File: config.mk
export PLATFORM = sky130hd
export DESIGN_NAME = ifu_fetch_ysyx
export DESIGN_NICKNAME = d
export VERILOG_FILES = /design/src/rtl/ifu_fetch_ysyx.sv
export SDC_FILE = /design/constraint.sdc
export NUM_CORES = 1
export LEC_CHECK = 0
export BUFFER_PORTS_ARGS = -buffer_cell sky130_fd_sc_hd__buf_2
export CAP_MARGIN = 20
export CORE_ASPECT_RATIO = 0.5
export CORE_UTILIZATION = 45
export DETAILED_ROUTE_END_ITERATION = 7
export PLACE_DENSITY = 0.89
export SYNTH_ARGS = -nofsm -noshare
export SYNTH_HDL_FRONTEND = slang
export SYNTH_SLANG_ARGS = --single-unit
File: constraint.sdc
create_clock -name clk -period 1.8 [get_ports clk]
set_clock_uncertainty 0.15 [all_clocks]
set_input_delay 0.54 -clock clk [delete_from_list [all_inputs] [get_ports clk]]
set_output_delay 0.54 -clock clk [all_outputs]
set_load 0.05 [all_outputs]
File: src/rtl/ifu_fetch_ysyx.sv
// ifu_fetch_ysyx: single-issue instruction fetch stage.
// Sends one AR/R read per instruction, hands {inst, pc, err} to decode over a
// valid/ready handshake, then waits for the backend's next PC before fetching again.
// Optional macro IFU_PERF_EN enables the fetch/stall performance counters; when it is
// not defined, perf_fetch_cnt and perf_stall_cnt are tied to zero.
module ifu_fetch_ysyx #(
    parameter int                ADDR_W   = 32,
    parameter logic [ADDR_W-1:0] RESET_PC = 32'h8000_0000
) (
    input  logic              clk,
    input  logic              rst,
    output logic              arvalid,
    input  logic              arready,
    output logic [ADDR_W-1:0] araddr,
    input  logic              rvalid,
    output logic              rready,
    input  logic [31:0]       rdata,
    input  logic [1:0]        rresp,
    output logic              inst_valid,
    input  logic              inst_ready,
    output logic [31:0]       inst,
    output logic [ADDR_W-1:0] inst_pc,
    output logic              inst_err,
    input  logic              npc_valid,
    input  logic [ADDR_W-1:0] npc,
    output logic [31:0]       perf_fetch_cnt,
    output logic [31:0]       perf_stall_cnt
);

    typedef enum logic [1:0] {
        S_FETCH = 2'd0,
        S_RESP  = 2'd1,
        S_ISSUE = 2'd2,
        S_WAIT  = 2'd3
    } state_t;

    state_t            r_state;
    state_t            w_state_nxt;
    logic [ADDR_W-1:0] r_pc;
    logic [31:0]       r_inst;
    logic [ADDR_W-1:0] r_inst_pc;
    logic              r_err;
    // Registered copy of rst: masks the handshake outputs while reset is held
    // without creating a combinational path from the rst pin to arvalid/inst_valid.
    logic              r_rst_q;

    logic              w_arvalid;
    logic              w_rready;
    logic              w_inst_valid;
    logic              w_ar_hs;
    logic              w_r_hs;
    logic              w_issue_hs;
    logic              w_pc_load;

    // Remember whether the previous edge saw reset asserted.
    always_ff @(posedge clk) begin
        r_rst_q <= rst;
    end

    // State register plus the PC and latched-instruction registers.
    always_ff @(posedge clk) begin
        if (rst) begin
            r_state   <= S_FETCH;
            r_pc      <= RESET_PC;
            r_inst    <= 32'h0;
            r_inst_pc <= RESET_PC;
            r_err     <= 1'b0;
        end else begin
            r_state <= w_state_nxt;
            if (w_pc_load) begin
                r_pc <= npc;
            end
            if (w_r_hs) begin
                r_inst    <= rdata;
                r_err     <= (rresp != 2'b00);
                r_inst_pc <= r_pc;
            end
        end
    end

    // Next-state logic and handshake outputs, decoded from state only.
    always_comb begin
        w_state_nxt  = r_state;
        w_arvalid    = 1'b0;
        w_rready     = 1'b0;
        w_inst_valid = 1'b0;
        w_pc_load    = 1'b0;
        case (r_state)
            S_FETCH: w_arvalid    = ~r_rst_q;
            S_RESP:  w_rready     = ~r_rst_q;
            S_ISSUE: w_inst_valid = ~r_rst_q;
            default: ;
        endcase
        w_ar_hs    = w_arvalid & arready;
        w_r_hs     = w_rready & rvalid;
        w_issue_hs = w_inst_valid & inst_ready;
        case (r_state)
            S_FETCH: if (w_ar_hs) w_state_nxt = S_RESP;
            S_RESP:  if (w_r_hs)  w_state_nxt = S_ISSUE;
            S_ISSUE: begin
                if (w_issue_hs) begin
                    if (npc_valid) begin
                        // Single-cycle backend: skip S_WAIT entirely.
                        w_pc_load   = 1'b1;
                        w_state_nxt = S_FETCH;
                    end else begin
                        w_state_nxt = S_WAIT;
                    end
                end
            end
            S_WAIT: begin
                if (npc_valid) begin
                    w_pc_load   = 1'b1;
                    w_state_nxt = S_FETCH;
                end
            end
            default: w_state_nxt = S_FETCH;
        endcase
    end

    assign arvalid    = w_arvalid;
    assign araddr     = r_pc;
    assign rready     = w_rready;
    assign inst_valid = w_inst_valid;
    assign inst       = r_inst;
    assign inst_pc    = r_inst_pc;
    assign inst_err   = r_err;

`ifdef IFU_PERF_EN
    logic [31:0] r_perf_fetch;
    logic [31:0] r_perf_stall;

    // Retired-fetch and front-end stall counters, wrapping modulo 2^32.
    always_ff @(posedge clk) begin
        if (rst) begin
            r_perf_fetch <= 32'h0;
            r_perf_stall <= 32'h0;
        end else begin
            if (w_issue_hs) begin
                r_perf_fetch <= r_perf_fetch + 32'd1;
            end
            if (((r_state == S_FETCH) || (r_state == S_RESP)) && !r_rst_q) begin
                r_perf_stall <= r_perf_stall + 32'd1;
            end
        end
    end

    assign perf_fetch_cnt = r_perf_fetch;
    assign perf_stall_cnt = r_perf_stall;
`else
    assign perf_fetch_cnt = 32'h0;
    assign perf_stall_cnt = 32'h0;
`endif

endmodule

==> results.json <==
{
  "switching_share_pct": 26.9,
  "grt_pass1_vias": 3370,
  "post-route-min-period_ps": 1810,
  "pwr-share-seq_pct": 47.2,
  "holdPathStages": 2,
  "path_buf_inv": 2,
  "worstHoldPathType": "input port to flip-flop",
  "p_int_mw": 3.48,
  "final_area_sq_um": 5420,
  "violations": "negative setup slack",
  "core_sq_um": 9010,
  "synth.distinct_cells": 22,
  "multi_input_area_sq_um": 1930,
  "cts_sinks": 100,
  "cts_hold_buf": 0,
  "crit_fanout": 6,
  "combPwrFrac_pct": 13.4,
  "top_layer_used": "met4",
  "stdcell_count": 791,
  "cp_top_family": "flip-flops",
  "reg2regPathDepth": 4,
  "dpl.cell_count": 776,
  "portBuffers": 171,
  "cpPeakStageDelay_ps": 380,
  "globalplace.congestion": 0.803,
  "worst_setup_path_start_kind": "flip-flop",
  "hold_ws_ps": 282,
  "ant_nets": 0,
  "end_kind": "output pin",
  "cts_buffers": 9,
  "placementRows": 24,
  "routedWlPerCell_um": 12.3,
  "setup_viol": 1,
  "htreeDepth": 3,
  "yosys_warnings": 0,
  "insertion_delay_ps": 320,
  "cp_slowest_cell": "dfxtp_4",
  "regArea_sq_um": 2010,
  "viasPerCell": 4.59,
  "root_buffer": "clkbuf_16",
  "synthCells": 507,
  "hold_start": "npc_valid",
  "vdd_ir_drop_max_mv": 0.542,
  "start_util_pct": 47.9,
  "crit_chain": "inv_4, and3_4, buf_8",
  "drv_cap": 0,
  "overflow": 0,
  "power_mw": 4.76,
  "dpl_cell_area_sq_um": 5080,
  "status": "finished with violations",
  "timing.rr.end": "inst_pc[22]",
  "postCtsSetupBuffers": 0,
  "die_x_um": 141,
  "first_iter_violations": 194,
  "rr_startpoint": "r_state[1]",
  "place_hpwl_mm": 7.34,
  "worst_slack_ps": -6.30,
  "grt_usage_pct": 19.5,
  "hold_viol_final": 0,
  "p_sw_mw": 1.28,
  "final_max_slew_viol_count": 0,
  "holdPathEnd": "r_state[1]",
  "avgSynthCellArea_sq_um": 8.52,
  "ys_seq_elements": 100,
  "wl_met3_um": 432,
  "antenna_found_initial": 0,
  "p_clk_share_pct": 39.3,
  "wirelength_mm": 9.76,
  "grt_pass1_wl_mm": 15.5,
  "max_freq_mhz": 554,
  "critPathArrivalTime_ps": 1120,
  "syn_area_sq_um": 4320,
  "syn_to_final_growth_pct": 25.5,
  "die_h_um": 71.3,
  "required_ps": 1110,
  "path_class": "flip-flop to output pin",
  "antennaDiodeCount": 0,
  "power_density_nw_per_um2": 879,
  "grt_start_max_net_pins": 40,
  "timing.reg2reg.setup_slack_ps": 300,
  "p_leak_nw": 2.43,
  "remaining_drc_errors": 0,
  "rsz0062_at_grt": "true",
  "cts_tree": "built",
  "vias": 3630,
  "max-clock-path-buffers": 2,
  "fill_cells": 767,
  "period_share_pct": 100,
  "nets": 742,
  "drive_gt1_share_pct": 31.5,
  "wl_met2_mm": 5.21,
  "drt_pass1_iterations": 6,
  "wl_met1_mm": 3.92,
  "die-area_sq_um": 10000,
  "clkTransAtPathRegs_ps": 60,
  "ys_seq_area_share_pct": 46.3,
  "pin_count": 236
}
==> state kept, by name, summed over array words and instances (netlist names) <==
name	cells
araddr	32
inst	32
inst_pc	32
r_state	2
inst_err	1
r_rst_q	1
==> power by group through the flow <==
stage | clock network [mW] | registers, mW | logic (mW)
final | 1.87 | 2.25 | 0.640
after global routing | 2.01 | 2.25 | 0.677
after CTS | 1.92 | 2.25 | 0.638
after detailed placement | 0 | 2.30 | 0.631
after global placement | 0 | 2.30 | 0.625
after floorplan | 0 | 2.36 | 0.543
==> layout make-up <==
cell class	instances	share of cell area (%)
Clock buffer	11	4.48
Clock inverter	4	0.924
Inverter	3	0.254
Multi-Input combinational cell	371	35.6
Sequential cell	100	37.2
Tap cell	117	2.70
Timing Repair Buffer	185	18.9
==> worst reg2reg max path: cells and delay by family (launching register included) <==
kind / cells / cell delay [ps]
and+or+nand+nor: 2 / 470
DFF: 1 / 390
AOI/OAI and AO/OA: 1 / 140
buffers and inverters: 1 / 290
==> repair_timing <==
item | 4_1_cts | 5_1_grt
setup endpoints to repair | 3 | 3
gates resized for setup | 17 | 1
pin swaps | 1 | 1
==> stage by stage <==
step	utilization, %	setup WS (ps)	TNS [ps]
6_report	60.2	-6.30	-6.30
2_1_floorplan	-	-81.6	-81.6
3_3_place_gp	56.4	126	0
3_5_place_dp	56.4	86.6	0
5_1_grt	60.2	-44.2	-87.6
4_1_cts	60.2	-4.06	-4.06
==> worst max-delay path by stage <==
stage                          start          to  slack (ps)  cells after the start
final                     r_state[0]  inst_valid          -6                      3
after global routing      r_state[0]  inst_valid         -40                      3
after CTS                 r_state[0]  inst_valid          -4                      3
after detailed placement      rvalid  inst_pc[8]          90                      5
after global placement    r_state[0]      rready         130                      3
after floorplan           r_state[0]      rready         -80                      2
==> cells in the mapped netlist <==
cell type / count / area [sq um]
nand2_1: 129 / 484
o221a_2: 1 / 11.3
and4bb_2: 1 / 12.5
mux2i_1: 32 / 320
dfxtp_1: 100 / 2000
buf_1: 1 / 3.75
and3_1: 1 / 6.26
a31oi_1: 1 / 6.26
a21oi_1: 66 / 330
buf_4: 67 / 503
buf_2: 13 / 65.1
nand4bb_1: 1 / 11.3
inv_1: 3 / 11.3
buf_6: 4 / 45.0
nand3b_1: 1 / 7.51
nor3_1: 4 / 20.0
nor2_1: 5 / 18.8
conb_1: 1 / 3.75
a211oi_2: 1 / 12.5
clkbuf_1: 11 / 41.3
a21oi_2: 1 / 8.76
nand2b_1: 63 / 394
==> layer usage <==
metal  track usage [%]  vias up
li1                  -     1817
met1              21.6     1677
met2              36.8      120
met3              5.15       16
met4              7.00        0
met5                 0        -
==> cell families (layout without fill, tap and decap cells) <==
group,count (synthesis),count (layout),share of synthesized area [%]
AOI/OAI and AO/OA,70,70,8.55
buffers and inverters,99,203,15.5
DFF,100,100,46.3
muxes,32,32,7.42
other,1,64,0.0868
and+or+nand+nor,205,205,22.1
==> cells in the final DEF, fill, tap and decap left out <==
master | synthesis | routed
a31oi_1 | 1 | 1
buf_2 | 13 | 167
inv_1 | 3 | 1
nor2_1 | 5 | 5
and4bb_2 | 1 | 1
nor3_4 | 0 | 1
dfxtp_1 | 100 | 97
dfxtp_4 | 0 | 3
clkbuf_8 | 0 | 1
bufinv_16 | 0 | 1
clkbuf_1 | 11 | 1
nor3_2 | 0 | 1
conb_1 | 1 | 64
inv_4 | 0 | 1
clkinvlp_4 | 0 | 2
clkbuf_16 | 0 | 9
nor3_1 | 4 | 2
nand4bb_4 | 0 | 1
a21oi_4 | 0 | 1
buf_6 | 4 | 2
o221a_2 | 1 | 1
buf_8 | 0 | 1
nand2_1 | 129 | 129
buf_4 | 67 | 12
a21oi_1 | 66 | 66
a211oi_2 | 1 | 1
mux2i_1 | 32 | 32
and3_4 | 0 | 1
clkinv_2 | 0 | 1
buf_12 | 0 | 3
inv_2 | 0 | 1
nand2b_1 | 63 | 63
nand3b_1 | 1 | 1
Power figures use the tool's default switching activity.
